[src/rtl/wino_pass_scheduler_pkg.sv]
// Shared types and constants for the Winograd pass scheduler: FSM states,
// datapath widths and the per-pass FIFO direction flags.
package wino_pass_scheduler_pkg;

  localparam int TILE_W     = 11;
  localparam int GRP_W      = 8;
  localparam int FIFO_DEPTH = 1024;
  localparam int MIN_PASS   = 4;
  localparam int PERF_W     = 32;
  localparam int CNT_W      = TILE_W + GRP_W;
  localparam int PASS_W     = $clog2(MIN_PASS + 2);

  typedef enum logic [2:0] {
    ST_IDLE  = 3'd0,
    ST_BIAS  = 3'd1,
    ST_ISSUE = 3'd2,
    ST_GAP   = 3'd3,
    ST_DRAIN = 3'd4,
    ST_DONE  = 3'd5
  } state_e;

  // {tofifo, fromfifo}: every pass but the last writes the FIFO, every pass but the first reads it
  function automatic logic [1:0] pass_flags(input logic [GRP_W-1:0] grp,
                                            input logic [GRP_W-1:0] groups);
    logic [GRP_W-1:0] last_grp;
    last_grp = groups - GRP_W'(1'b1);
    return {(grp != last_grp), (grp != {GRP_W{1'b0}})};
  endfunction

endpackage

[src/rtl/wino_out_tagger.sv]
// Counts core outputs of the running job and marks those that belong to the
// final accumulation pass.
module wino_out_tagger
  import wino_pass_scheduler_pkg::*;
(
  input  logic              clk,
  input  logic              rst_n,
  input  logic              clear,
  input  logic              busy,
  input  logic [TILE_W-1:0] tiles,
  input  logic [GRP_W-1:0]  groups,
  input  logic              pe_out_valid,
  output logic              res_keep,
  output logic              drained
);

  logic [CNT_W-1:0] count_r;
  logic [CNT_W-1:0] tiles_x_s;
  logic [CNT_W-1:0] groups_x_s;
  logic [CNT_W-1:0] total_s;
  logic [CNT_W-1:0] keep_base_s;

  // job totals: all outputs, and the index where the final pass begins
  always_comb begin
    tiles_x_s   = CNT_W'(tiles);
    groups_x_s  = CNT_W'(groups);
    total_s     = tiles_x_s * groups_x_s;
    keep_base_s = tiles_x_s * (groups_x_s - CNT_W'(1'b1));
  end

  // output counter, restarted on job acceptance; strays outside a job are ignored
  always_ff @(posedge clk) begin
    if (!rst_n) begin
      count_r <= {CNT_W{1'b0}};
    end else if (clear) begin
      count_r <= {CNT_W{1'b0}};
    end else if (busy && pe_out_valid) begin
      count_r <= count_r + CNT_W'(1'b1);
    end else begin
      count_r <= count_r;
    end
  end

  assign res_keep = pe_out_valid & busy & (count_r >= keep_base_s);
  assign drained  = (count_r >= total_s);

endmodule

[src/rtl/wino_pass_scheduler.sv]
// Sequences one Winograd PE job: T tiles per pass, G channel-group passes.
// Optional performance counters are built when WINO_SCHED_PERF_EN is defined.
module wino_pass_scheduler
  import wino_pass_scheduler_pkg::*;
(
  input  logic              clk,
  input  logic              rst_n,
  input  logic              cfg_valid,
  output logic              cfg_ready,
  input  logic [TILE_W-1:0] cfg_tiles,
  input  logic [GRP_W-1:0]  cfg_groups,
  input  logic              cfg_poolop,
  output logic              cfg_err,
  output logic              issue_valid,
  input  logic              issue_ready,
  output logic [TILE_W-1:0] issue_tile,
  output logic [GRP_W-1:0]  issue_group,
  output logic              pe_in_valid,
  output logic              pe_tofifo,
  output logic              pe_fromfifo,
  output logic              pe_bias_valid,
  output logic              pe_poolop,
  input  logic              pe_out_valid,
  output logic              res_keep,
  output logic              busy,
  output logic              done
`ifdef WINO_SCHED_PERF_EN
  ,
  output logic [PERF_W-1:0] perf_busy_cyc,
  output logic [PERF_W-1:0] perf_stall_cyc
`endif
);

  state_e            state_r, next_state_s;
  logic [TILE_W-1:0] tiles_r, tile_r;
  logic [GRP_W-1:0]  groups_r, grp_r;
  logic              pool_r;
  logic [PASS_W-1:0] pass_cyc_r;

  logic cfg_ready_r, cfg_err_r, issue_valid_r, in_valid_r, tofifo_r, fromfifo_r;
  logic bias_r, poolop_r, busy_r, done_r;
  logic cfg_ready_d, cfg_err_d, issue_valid_d, in_valid_d, tofifo_d, fromfifo_d;
  logic bias_d, poolop_d, busy_d, done_d;

  logic       accept_s, cfg_bad_s, hs_s, last_tile_s, last_grp_s;
  logic       pass_met_s, new_pass_s, drained_s;
  logic [1:0] flags_s;

  assign accept_s    = cfg_valid & cfg_ready_r;
  assign cfg_bad_s   = (cfg_tiles == {TILE_W{1'b0}}) | (cfg_groups == {GRP_W{1'b0}}) |
                       (cfg_tiles > TILE_W'(FIFO_DEPTH));
  assign hs_s        = issue_valid_r & issue_ready;
  assign last_tile_s = (tile_r == tiles_r - TILE_W'(1'b1));
  assign last_grp_s  = (grp_r == groups_r - GRP_W'(1'b1));
  // the next pass may start once MIN_PASS cycles have passed since this pass's first issue
  assign pass_met_s  = (pass_cyc_r + PASS_W'(1'b1)) >= PASS_W'(MIN_PASS);
  assign new_pass_s  = (next_state_s == ST_ISSUE) &
                       ((state_r != ST_ISSUE) | (hs_s & last_tile_s));
  assign flags_s     = pass_flags(grp_r, groups_r);

  // state register
  always_ff @(posedge clk) begin
    if (!rst_n) begin
      state_r <= ST_IDLE;
    end else begin
      state_r <= next_state_s;
    end
  end

  // next-state logic
  always_comb begin
    next_state_s = state_r;
    case (state_r)
      ST_IDLE: begin
        if (accept_s && !cfg_bad_s) next_state_s = ST_BIAS;
        else                        next_state_s = ST_IDLE;
      end
      ST_BIAS: next_state_s = ST_ISSUE;
      ST_ISSUE: begin
        if (hs_s && last_tile_s) begin
          if (last_grp_s)       next_state_s = ST_DRAIN;
          else if (!pass_met_s) next_state_s = ST_GAP;
          else                  next_state_s = ST_ISSUE;
        end else begin
          next_state_s = ST_ISSUE;
        end
      end
      ST_GAP: begin
        if (pass_met_s) next_state_s = ST_ISSUE;
        else            next_state_s = ST_GAP;
      end
      ST_DRAIN: begin
        if (drained_s) next_state_s = ST_DONE;
        else           next_state_s = ST_DRAIN;
      end
      ST_DONE: next_state_s = ST_IDLE;
      default: next_state_s = ST_IDLE;
    endcase
  end

  // output decode from the next state, so every output leaves a flop
  always_comb begin
    cfg_ready_d   = (next_state_s == ST_IDLE);
    busy_d        = (next_state_s != ST_IDLE);
    issue_valid_d = (next_state_s == ST_ISSUE);
    bias_d        = (next_state_s == ST_BIAS);
    done_d        = (next_state_s == ST_DONE);
    cfg_err_d     = accept_s & cfg_bad_s;
    poolop_d      = busy_d & (accept_s ? cfg_poolop : pool_r);
    in_valid_d    = hs_s;
    tofifo_d      = 1'b0;
    fromfifo_d    = 1'b0;
    if (hs_s) begin
      tofifo_d   = flags_s[1];
      fromfifo_d = flags_s[0];
    end else begin
      tofifo_d   = 1'b0;
      fromfifo_d = 1'b0;
    end
  end

  // output registers
  always_ff @(posedge clk) begin
    if (!rst_n) begin
      cfg_ready_r   <= 1'b0;
      cfg_err_r     <= 1'b0;
      issue_valid_r <= 1'b0;
      in_valid_r    <= 1'b0;
      tofifo_r      <= 1'b0;
      fromfifo_r    <= 1'b0;
      bias_r        <= 1'b0;
      poolop_r      <= 1'b0;
      busy_r        <= 1'b0;
      done_r        <= 1'b0;
    end else begin
      cfg_ready_r   <= cfg_ready_d;
      cfg_err_r     <= cfg_err_d;
      issue_valid_r <= issue_valid_d;
      in_valid_r    <= in_valid_d;
      tofifo_r      <= tofifo_d;
      fromfifo_r    <= fromfifo_d;
      bias_r        <= bias_d;
      poolop_r      <= poolop_d;
      busy_r        <= busy_d;
      done_r        <= done_d;
    end
  end

  // job configuration, tile/group position and pass-age counter
  always_ff @(posedge clk) begin
    if (!rst_n) begin
      tiles_r    <= {TILE_W{1'b0}};
      groups_r   <= {GRP_W{1'b0}};
      pool_r     <= 1'b0;
      tile_r     <= {TILE_W{1'b0}};
      grp_r      <= {GRP_W{1'b0}};
      pass_cyc_r <= {PASS_W{1'b0}};
    end else begin
      if (accept_s) begin
        tiles_r  <= cfg_tiles;
        groups_r <= cfg_groups;
        pool_r   <= cfg_poolop;
        tile_r   <= {TILE_W{1'b0}};
        grp_r    <= {GRP_W{1'b0}};
      end else if (hs_s) begin
        if (last_tile_s) begin
          tile_r <= {TILE_W{1'b0}};
          grp_r  <= last_grp_s ? {GRP_W{1'b0}} : grp_r + GRP_W'(1'b1);
        end else begin
          tile_r <= tile_r + TILE_W'(1'b1);
          grp_r  <= grp_r;
        end
      end else begin
        tile_r <= tile_r;
        grp_r  <= grp_r;
      end
      if (new_pass_s) begin
        pass_cyc_r <= {PASS_W{1'b0}};
      end else if (pass_cyc_r < PASS_W'(MIN_PASS)) begin
        pass_cyc_r <= pass_cyc_r + PASS_W'(1'b1);
      end else begin
        pass_cyc_r <= pass_cyc_r;
      end
    end
  end

  wino_out_tagger u_tagger (
    .clk          (clk),
    .rst_n        (rst_n),
    .clear        (accept_s),
    .busy         (busy_r),
    .tiles        (tiles_r),
    .groups       (groups_r),
    .pe_out_valid (pe_out_valid),
    .res_keep     (res_keep),
    .drained      (drained_s)
  );

`ifdef WINO_SCHED_PERF_EN
  logic [PERF_W-1:0] perf_busy_r, perf_stall_r;

  // saturating busy/stall counters, restarted on job acceptance
  always_ff @(posedge clk) begin
    if (!rst_n) begin
      perf_busy_r  <= {PERF_W{1'b0}};
      perf_stall_r <= {PERF_W{1'b0}};
    end else if (accept_s) begin
      perf_busy_r  <= {PERF_W{1'b0}};
      perf_stall_r <= {PERF_W{1'b0}};
    end else begin
      if (busy_r && !(&perf_busy_r)) perf_busy_r <= perf_busy_r + PERF_W'(1'b1);
      else                           perf_busy_r <= perf_busy_r;
      if ((state_r == ST_ISSUE) && issue_valid_r && !issue_ready && !(&perf_stall_r))
        perf_stall_r <= perf_stall_r + PERF_W'(1'b1);
      else
        perf_stall_r <= perf_stall_r;
    end
  end

  assign perf_busy_cyc  = perf_busy_r;
  assign perf_stall_cyc = perf_stall_r;
`endif

  assign cfg_ready     = cfg_ready_r;
  assign cfg_err       = cfg_err_r;
  assign issue_valid   = issue_valid_r;
  assign issue_tile    = tile_r;
  assign issue_group   = grp_r;
  assign pe_in_valid   = in_valid_r;
  assign pe_tofifo     = tofifo_r;
  assign pe_fromfifo   = fromfifo_r;
  assign pe_bias_valid = bias_r;
  assign pe_poolop     = poolop_r;
  assign busy          = busy_r;
  assign done          = done_r;

endmodule

[config.mk]
export PLATFORM = sky130hd
export DESIGN_NAME = wino_pass_scheduler
export DESIGN_NICKNAME = d
export VERILOG_FILES = /design/src/rtl/wino_pass_scheduler_pkg.sv /design/src/rtl/wino_out_tagger.sv /design/src/rtl/wino_pass_scheduler.sv
export SDC_FILE = /design/constraint.sdc
export NUM_CORES = 1
export LEC_CHECK = 0
export ABC_AREA = 1
export CAP_MARGIN = 25
export CORE_ASPECT_RATIO = 1.25
export CORE_MARGIN = 1
export CORE_UTILIZATION = 35
export CTS_CLUSTER_DIAMETER = 200
export DETAILED_ROUTE_END_ITERATION = 12
export PLACE_DENSITY_LB_ADDON = 0.08
export SLEW_MARGIN = 25
export SYNTH_ARGS = -nofsm -noshare
export SYNTH_HDL_FRONTEND = slang
export SYNTH_SLANG_ARGS = --single-unit
export TNS_END_PERCENT = 50
[constraint.sdc]
create_clock -name clk -period 22 [get_ports clk]
set_input_delay 5.5 -clock clk [delete_from_list [all_inputs] [get_ports clk]]
set_output_delay 5.5 -clock clk [all_outputs]
set_load 0.01 [all_outputs]
==> results of run 1 <==
routing by layer:
metal / track usage (%) / share of wire (%) / routed length (um)
met1: 25.93 / 46 / 14990
met2: 35.80 / 48 / 15740
met3: 2.488 / 3.0 / 965
met4: 6.553 / 2.5 / 815
met5: 0 / 0 / 0
state kept, by name, indices dropped and copies added (netlist names):
register and count:
pool_r 1, issue_group 8, pe_in_valid 1, pe_tofifo 1, groups_r 8, done 1, busy 1, cfg_ready 1
state_r 3, tiles_r 11, pe_bias_valid 1, u_tagger.count_r 19, pass_cyc_r 3, pe_fromfifo 1, pe_poolop 1, cfg_err 1
issue_tile 11, issue_valid 1
kinds of logic after synthesis:
| kind of cell | Yosys count |
|---|---|
| AOI/OAI and AO/OA | 151 |
| xor gates and xnor gates | 53 |
| adders and majority gates | 268 |
| buffers and inverters | 430 |
| DFF | 74 |
| muxes | 1 |
| and+or+nand+nor | 615 |
final cells by class:
| cell class | count | area (um^2) | share of cell area [%] |
|---|---|---|---|
| clock buffer | 11 | 232.7 | 1.803 |
| clock inverter | 5 | 55.05 | 0.4265 |
| inverter | 392 | 1476 | 11.44 |
| multi-input combinational | 1088 | 8517 | 65.98 |
| sequential | 74 | 1481 | 11.48 |
| tap | 418 | 523.0 | 4.052 |
| timing repair buffer | 65 | 623.1 | 4.827 |
per-stage QoR:
step | hold slack [ns] | cells | area (um^2) | util, %
2_1_floorplan | 0.4101 | 1592 | 11660 | -
3_3_place_gp | 0.4241 | 2037 | 12620 | 38.51
3_5_place_dp | 0.4334 | 2037 | 12620 | 38.51
4_1_cts | 0.4486 | 2053 | 12910 | 39.38
5_1_grt | 0.4862 | 2053 | 12910 | 39.38
6_report | 0.4480 | 2053 | 12910 | 39.38
power by group:
group          internal [mW]  total (mW)  switching (mW)
registers              0.138       0.146         0.00819
clock network         0.0875       0.150          0.0621
logic                  0.110       0.295           0.185
total                  0.335       0.590           0.255
critical path: cells and delay by family (launching register included):
kind | cells | cell delay, ns
XOR/XNOR | 1 | 0.17
flip-flops | 1 | 0.56
AO/OA/AOI/OAI | 6 | 0.97
AND/OR/NAND/NOR | 9 | 1.31
buffers and inverters | 8 | 1.38
adder cells (fa/ha/maj) | 8 | 3.52
path summary, 6_finish.rpt:
path	start	to	slack [ns]	depth (start not counted)
setup / recovery	groups_r[0]	res_keep	8.22	32
hold / removal	pool_r	pool_r	0.45	2
setup reg to reg	tiles_r[3]	busy	15.17	29
hold reg to reg	pool_r	pool_r	0.45	2
cell usage in the layout (no fill, tap or decap), types with 24 or more instances in the layout:
| cell type | n |
|---|---|
| sky130_fd_sc_hd__inv_1 | 376 |
| sky130_fd_sc_hd__nand2_1 | 325 |
| sky130_fd_sc_hd__fa_1 | 148 |
| sky130_fd_sc_hd__nor2_1 | 127 |
| sky130_fd_sc_hd__ha_1 | 120 |
| sky130_fd_sc_hd__dfxtp_1 | 74 |
| sky130_fd_sc_hd__a21oi_1 | 70 |
| sky130_fd_sc_hd__nand3_1 | 60 |
| sky130_fd_sc_hd__clkdlybuf4s50_1 | 54 |
| sky130_fd_sc_hd__o21ai_0 | 43 |
| sky130_fd_sc_hd__xor2_1 | 28 |
| sky130_fd_sc_hd__nor3_1 | 26 |
| sky130_fd_sc_hd__xnor2_1 | 24 |
| sky130_fd_sc_hd__nand4_1 | 24 |
==> flow_summary.json, run 1 <==
{
  "final.min_clock_period_ns": 13.78,
  "final.setup.worst_slack_ns": 8.224,
  "final_wtd_congestion": 0.8514,
  "grt_pass1_vias": 10050,
  "yosysWarnings": 0,
  "final.fill_count": 3584,
  "critical_path_class": "flop to output pin",
  "muxShareOfSynthArea_pct": 0.08583,
  "vdd_drop_max_mv": 0.03979,
  "post_synth_and_or_nand_nor_area_fraction_pct": 23.41,
  "p_leak_nw": 6.970,
  "core-area_um2": 32780,
  "antenna_cells": 0,
  "synth_compound_gate_area_share_pct": 7.156,
  "cts_setup_buffers": 0,
  "synth.yosys.seq_area_share_pct": 12.70,
  "globalRouteTotalUtil_pct": 20.49,
  "pin_count": 55,
  "synth.cells.most_frequent": "376 x sky130_fd_sc_hd__inv_1, 325 x sky130_fd_sc_hd__nand2_1, 148 x sky130_fd_sc_hd__fa_1, 127 x sky130_fd_sc_hd__nor2_1, 120 x sky130_fd_sc_hd__ha_1",
  "mappedNetlistNets": 1885,
  "grt_pass1_wl_mm": 52.96,
  "finalHoldViolCount": 0,
  "worstSkewPairLatency_ns": 0.36,
  "synthCells": 1592,
  "fin_clk_skew_ns": 0.008897,
  "drive_gt1_share_pct": 4.709,
  "syn_avg_cell_area_um2": 7.326,
  "synth-seq-cells": 74,
  "path_max_fanout": 21,
  "worstPathRequired_ns": 16.50,
  "synth-edff-count": 0,
  "timing_worst_slew_pin_value_ns": 0.9236,
  "fin_crit_share_pct": 62.62,
  "cts_buffer_depth": 2,
  "numCtsBuffers": 9,
  "die_y_um": 206.1,
  "power.density_nw_per_um2": 45.74,
  "crit_slowest_cell": "sky130_fd_sc_hd__dfxtp_1",
  "cts-resized-gates": 0,
  "cts.sink_count": 74,
  "yosys.area_share.xor_xnor_pct": 4.098,
  "yosysTopAreaCell": "sky130_fd_sc_hd__fa_1",
  "area_growth_syn_to_layout_pct": 10.69,
  "run_status": "complete, no violations",
  "post-place-ws_ns": 8.609,
  "routed-via-count": 9589,
  "clkSlewWorstSetupHoldPaths_ns": 0.06,
  "cp.arrival_ns": 8.28,
  "numPortBuffers": 54,
  "rows": 74,
  "setup_viol_count_final": 0,
  "post_drt_wl_per_cell_um": 15.83,
  "drtPass1Iterations": 5,
  "pin_count_of_the_biggest_net_entering_global_routing": 26,
  "post_synth_fa_ha_maj_area_fraction_pct": 38.28,
  "timing.final.max_slew_violations": 0,
  "hp-class": "flop to flop",
  "worstSetupEndpointType": "output pin",
  "clockRootBuffer": "sky130_fd_sc_hd__clkbuf_16",
  "nNetsFinal": 1923,
  "detail-route-antenna-nets": 0,
  "dieWidth_um": 165.3,
  "async_flop_share_pct": 0,
  "cts_tree": "built",
  "design.die.area_um2": 34060,
  "fin_setup_tns_ns": 0,
  "synth_top_cells_by_area": "sky130_fd_sc_hd__fa_1 25%, sky130_fd_sc_hd__ha_1 13%, sky130_fd_sc_hd__dfxtp_1 13%",
  "h-tree-depth": 3,
  "unique_cell_type_count_in_the_yosys_netlist": 48,
  "worst_slew_margin_rel_pct": 38.34,
  "start_kind": "flop",
  "initial_core_util_pct": 35.58,
  "max_stage_delay_ns": 0.56,
  "cts-hold-fix-buffers": 0,
  "total_power_uw": 590.5,
  "route.detailed.drc": 0,
  "grt_setup_unrepaired": "no",
  "dp.final_hpwl_mm": 27.04,
  "max_cap_viol_count": 0,
  "viasPerCell": 4.671,
  "globalRoute.totalOverflow": 0,
  "synth.most_common_cell": "sky130_fd_sc_hd__inv_1",
  "routed_wl_mm": 32.51,
  "achievable-frequency_mhz": 72.59,
  "grt_antenna_before_repair": 0,
  "commonest_register_cell_after_synthesis": "sky130_fd_sc_hd__dfxtp_1",
  "detailedRoute.firstIterationViolations": 419,
  "combined_area_of_all_synthesized_cells_um2": 11660,
  "synth_top_cell_area_share_pct": 25.40,
  "combinational_family_with_the_most_area_after_synthesis": "adder cells"
}
Note: power is estimated with default switching activity, not from simulation.
==> run 2: changes to the inputs <==
Clock period 22 ns to 14.2 ns, I/O delays scaled along.
==> flow_summary.json, run 2 (synthesized netlist as in run 1, its figures left out) <==
{
  "pin_count": 55,
  "drtPass1Iterations": 5,
  "final.fill_count": 3538,
  "numCtsBuffers": 9,
  "worst_r2r_startpoint": "tiles_r[3]",
  "placedInstanceArea_um2": 12620,
  "finalHoldViolCount": 0,
  "clockRootBuffer": "sky130_fd_sc_hd__clkbuf_16",
  "detail-route-antenna-nets": 0,
  "layout.cells.most_common_list": "376 x sky130_fd_sc_hd__inv_1, 325 x sky130_fd_sc_hd__nand2_1, 148 x sky130_fd_sc_hd__fa_1",
  "timing.reg2reg.worst_path_depth": 29,
  "dieWidth_um": 165.3,
  "worstSetupEndpointType": "output pin",
  "detailedRoute.firstIterationViolations": 380,
  "cts_tree": "built",
  "p_leak_nw": 6.970,
  "swShare_pct": 43.26,
  "fin_setup_tns_ns": 0,
  "design.die.area_um2": 34060,
  "h-tree-depth": 3,
  "fin_clk_skew_ns": 0.01326,
  "grt_setup_unrepaired": "no",
  "seqPwrFrac_pct": 24.7,
  "achievable-frequency_mhz": 84.79,
  "layout.cell_area.non_filler_um2": 12910,
  "grt_pass1_wl_mm": 53.21,
  "timing_worst_slew_pin_value_ns": 0.9623,
  "grt_pass1_vias": 9943,
  "path_max_fanout": 21,
  "timing.final.max_slew_violations": 0,
  "dp.final_hpwl_mm": 27.01,
  "setup_viol_count_final": 0,
  "area_growth_syn_to_layout_pct": 10.69,
  "start_kind": "flop",
  "largest_reg_flops": 19,
  "initial_core_util_pct": 35.58,
  "rows": 74,
  "worst_hold_path.num_cells": 2,
  "die_y_um": 206.1,
  "final_wtd_congestion": 0.8458,
  "core-area_um2": 32780,
  "hp-class": "flop to flop",
  "viasPerCell": 4.649,
  "worst_slew_margin_rel_pct": 35.76,
  "max_stage_delay_ns": 0.55,
  "routed_wl_mm": 32.45,
  "mostFrequentLayoutCell": "sky130_fd_sc_hd__inv_1",
  "comb_power_share_pct": 50.1,
  "vdd_drop_max_mv": 0.05445,
  "drive_gt1_share_pct": 4.709,
  "antenna_cells": 0,
  "run_status": "complete, no violations",
  "route.detailed.drc": 0,
  "routed-via-count": 9544,
  "reg2reg_slack_ns": 7.33,
  "cts-resized-gates": 0,
  "cts_buffer_depth": 2,
  "max_flop_register": "u_tagger.count_r",
  "endpoint_of_the_lowest_slack_register_to_register_path": "busy",
  "critical_path_class": "flop to output pin",
  "min_delay_worst_endpoint": "pool_r",
  "power.density_nw_per_um2": 70.98,
  "power.clock.fraction_pct": 25.2,
  "globalRoute.totalOverflow": 0,
  "grt_antenna_before_repair": 0,
  "fin_crit_share_pct": 83.06,
  "clkSlewWorstSetupHoldPaths_ns": 0.06,
  "critical_path.startpoint": "groups_r[0]",
  "postLayoutCoreUtil_pct": 39.38,
  "cts.sink_count": 74,
  "crit_slowest_cell": "sky130_fd_sc_hd__dfxtp_1",
  "nNetsFinal": 1923,
  "worstPathRequired_ns": 10.65,
  "cts-hold-fix-buffers": 0,
  "power_switching_uw": 396.4,
  "cellInternalPower_uw": 519.9,
  "globalRouteTotalUtil_pct": 20.57,
  "cts_setup_buffers": 0,
  "final.min_clock_period_ns": 11.79,
  "hold_path.startpoint": "pool_r",
  "cp.arrival_ns": 8.24,
  "max_cap_viol_count": 0,
  "numPortBuffers": 54,
  "post_drt_wl_per_cell_um": 15.81,
  "pin_count_of_the_biggest_net_entering_global_routing": 26,
  "worstSkewPairLatency_ns": 0.36
}
==> run 2: cell counts in the layout (fill, tap and decap cells not counted) <==
No cell type changed its count.
==> run 2: layout make-up <==
class / instances / area [um^2] / area share [%]
Clock buffer: 11 / 232.7 / 1.803
Clock inverter: 5 / 55.05 / 0.4265
Inverter: 392 / 1476 / 11.44
Multi-Input combinational cell: 1088 / 8517 / 65.98
Sequential cell: 74 / 1481 / 11.48
Tap cell: 418 / 523.0 / 4.052
Timing Repair Buffer: 65 / 623.1 / 4.827
==> run 2: worst max-delay path: cells and delay by family (launching register included) <==
family                     cells  cell delay, ns
adders and majority gates      8            3.51
and+or+nand+nor               12            1.52
buffers and inverters          8            1.39
AOI/OAI and AO/OA              5            0.73
DFF                            1            0.55
xor gates and xnor gates       1            0.17
==> run 2: how the worst max path moves through the flow <==
stage	to	slack, ns
after floorplan	res_keep	4.28
after global placement	res_keep	2.88
after detailed placement	res_keep	2.71
after CTS	res_keep	2.29
after global routing	res_keep	1.61
final	res_keep	2.41
==> run 2: layer usage <==
layer	wire (um)	vias up	GRT usage (%)
met5	0	-	0
met2	15830	146	35.62
met1	14840	4446	25.95
met3	941	40	2.950
li1	-	4912	-
met4	839	0	6.782
==> run 2: power groups by stage <==
stage	clock (mW)	sequential [mW]	combinational [mW]
final	0.231	0.226	0.459
after floorplan	0	0.222	0.355
after global routing	0.248	0.227	0.531
after global placement	0	0.230	0.465
after detailed placement	0	0.231	0.468
after CTS	0.239	0.226	0.471
==> run 2: through the flow <==
| step | power (mW) | worst slack [ns] | hold WS [ns] | instances |
|---|---|---|---|---|
| 2_1_floorplan | 0.5767 | 4.278 | 0.4101 | 1592 |
| 3_3_place_gp | 0.6949 | 2.881 | 0.4240 | 2037 |
| 3_5_place_dp | 0.6982 | 2.709 | 0.4249 | 2037 |
| 4_1_cts | 0.9355 | 2.286 | 0.4403 | 2053 |
| 5_1_grt | 1.006 | 1.610 | 0.5030 | 2053 |
| 6_report | 0.9163 | 2.405 | 0.4419 | 2053 |
==> run 3: changes to the inputs <==
Clock period 14.2 ns to 10.55 ns, I/O delays scaled along.
==> flow_summary.json, run 3 (synthesized netlist as in run 1, its figures left out) <==
{
  "timing.final.max_slew_violations": 0,
  "antenna_cells": 0,
  "cp.arrival_ns": 7.46,
  "worst_slew_margin_rel_pct": 40.60,
  "comb_power_share_pct": 48.6,
  "grt_antenna_before_repair": 0,
  "grt_setup_unrepaired": "no",
  "numPortBuffers": 54,
  "worstSetupEndpointType": "output pin",
  "vdd_drop_max_mv": 0.08714,
  "swShare_pct": 41.78,
  "cellInternalPower_uw": 754.4,
  "h-tree-depth": 3,
  "hold_path.startpoint": "pool_r",
  "fin_crit_share_pct": 95.72,
  "pin_count_of_the_biggest_net_entering_global_routing": 26,
  "globalRoute.totalOverflow": 0,
  "critical_path.startpoint": "groups_r[0]",
  "setup_viol_count_final": 0,
  "drive_gt1_share_pct": 5.889,
  "drtPass1Iterations": 5,
  "final.fill_count": 3546,
  "rows": 74,
  "run_status": "complete, no violations",
  "grt_pass1_vias": 9912,
  "final.min_clock_period_ns": 10.10,
  "numCtsBuffers": 9,
  "worstPathRequired_ns": 7.91,
  "globalRouteTotalUtil_pct": 20.71,
  "post_drt_wl_per_cell_um": 15.83,
  "pin_count": 55,
  "critical_path_class": "flop to output pin",
  "worstSkewPairLatency_ns": 0.36,
  "die_y_um": 206.1,
  "finalHoldViolCount": 0,
  "largest_reg_flops": 19,
  "cts_tree": "built",
  "timing.reg2reg.worst_path_depth": 30,
  "design.die.area_um2": 34060,
  "power.clock.fraction_pct": 28.2,
  "max_flop_register": "u_tagger.count_r",
  "total_power_mw": 1.296,
  "route.detailed.drc": 0,
  "routed-via-count": 9712,
  "clkSlewWorstSetupHoldPaths_ns": 0.06,
  "seqPwrFrac_pct": 23.2,
  "max_stage_delay_ns": 0.54,
  "clockRootBuffer": "sky130_fd_sc_hd__clkbuf_16",
  "power.density_nw_per_um2": 99.07,
  "viasPerCell": 4.703,
  "hp-class": "flop to flop",
  "nNetsFinal": 1935,
  "grt_pass1_wl_mm": 53.34,
  "layout.cells.most_common_list": "375 x sky130_fd_sc_hd__inv_1, 325 x sky130_fd_sc_hd__nand2_1, 148 x sky130_fd_sc_hd__fa_1",
  "worst_r2r_startpoint": "tiles_r[3]",
  "mostFrequentLayoutCell": "sky130_fd_sc_hd__inv_1",
  "max_cap_viol_count": 0,
  "cts_buffer_depth": 2,
  "achievable-frequency_mhz": 99.03,
  "fin_setup_tns_ns": 0,
  "dp.final_hpwl_mm": 27.26,
  "fin_clk_skew_ns": 0.006960,
  "crit_slowest_cell": "sky130_fd_sc_hd__fa_1",
  "start_kind": "flop",
  "detailedRoute.firstIterationViolations": 374,
  "core-area_um2": 32780,
  "path_max_fanout": 10,
  "final_wtd_congestion": 0.8465,
  "worst_hold_path.num_cells": 2,
  "cts.sink_count": 74,
  "detail-route-antenna-nets": 0,
  "routed_wl_mm": 32.69,
  "timing_worst_slew_pin_value_ns": 0.8898,
  "initial_core_util_pct": 35.58,
  "p_leak_nw": 7.065,
  "dieWidth_um": 165.3,
  "power_switching_uw": 541.3,
  "area_growth_syn_to_layout_pct": 12.14
}
-- run 3: cell types whose count changed in the layout (fill, tap and decap cells not counted), moves of 2 or more --
| cell | before | now |
|---|---|---|
| sky130_fd_sc_hd__clkinvlp_4 | 2 | 0 |
| sky130_fd_sc_hd__nor2_1 | 127 | 125 |
| sky130_fd_sc_hd__clkbuf_1 | 2 | 0 |
| sky130_fd_sc_hd__buf_4 | 11 | 23 |
| sky130_fd_sc_hd__clkinv_4 | 0 | 2 |
| sky130_fd_sc_hd__dfxtp_2 | 0 | 2 |
| sky130_fd_sc_hd__bufinv_16 | 1 | 3 |
| sky130_fd_sc_hd__dfxtp_1 | 74 | 72 |
-- run 3: what timing repair did --
item / in CTS / in global routing
setup buffers: 0 / 1
setup endpoints to repair: 0 / 1
resized for setup: 0 / 9
hold buffers: 0 / 0
-- run 3: power by group through the flow --
stage	clock network, mW	registers (mW)	logic, mW
after global routing	0.386	0.302	0.727
final	0.365	0.301	0.630
after floorplan	0	0.299	0.478
after global placement	0	0.307	0.633
after detailed placement	0	0.307	0.635
after CTS	0.374	0.301	0.640
-- run 3: area by class of cell --
type	instances	area, um^2	share of cell area (%)
Timing Repair Buffer	77	713.2	5.453
Clock buffer	9	225.2	1.722
Tap cell	418	523.0	3.999
Multi-Input combinational cell	1088	8539	65.29
Sequential cell	74	1484	11.35
Inverter	392	1476	11.29
Clock inverter	7	117.6	0.8993
-- run 3: stage by stage --
step | std cells | hold slack [ns] | setup WS (ns) | area, um^2 | utilization, %
2_1_floorplan | 1592 | 0.4101 | 1.541 | 11660 | -
3_3_place_gp | 2048 | 0.4255 | 0.6252 | 12700 | 38.76
3_5_place_dp | 2048 | 0.4275 | 0.5086 | 12700 | 38.76
4_1_cts | 2064 | 0.4423 | 0.1015 | 13050 | 39.80
5_1_grt | 2065 | 0.4554 | 0.01603 | 13080 | 39.90
6_report | 2065 | 0.4438 | 0.4520 | 13080 | 39.90
-- run 3: path summary, 6_finish.rpt --
kind / to / slack, ns
setup reg to reg: busy / 3.53
setup / recovery: res_keep / 0.45
hold / removal: pool_r / 0.44
hold reg to reg: pool_r / 0.44
-- run 3: metal layers --
metal / track usage, % / up-vias / part of all wire [%]
met4: 6.553 / 0 / 2.6
li1: - / 4942 / -
met1: 27.14 / 4522 / 46
met5: 0 / - / 0
met3: 2.689 / 49 / 3.7
met2: 35.00 / 199 / 47
-- run 3: worst max-delay path, delay by kind of cell, from the launching register on --
family | cells | cell delay, ns
fa+ha+maj | 8 | 3.40
simple gates | 12 | 1.36
buf+inv | 8 | 1.11
compound gates | 5 | 0.74
flops | 1 | 0.32
xor+xnor | 1 | 0.17
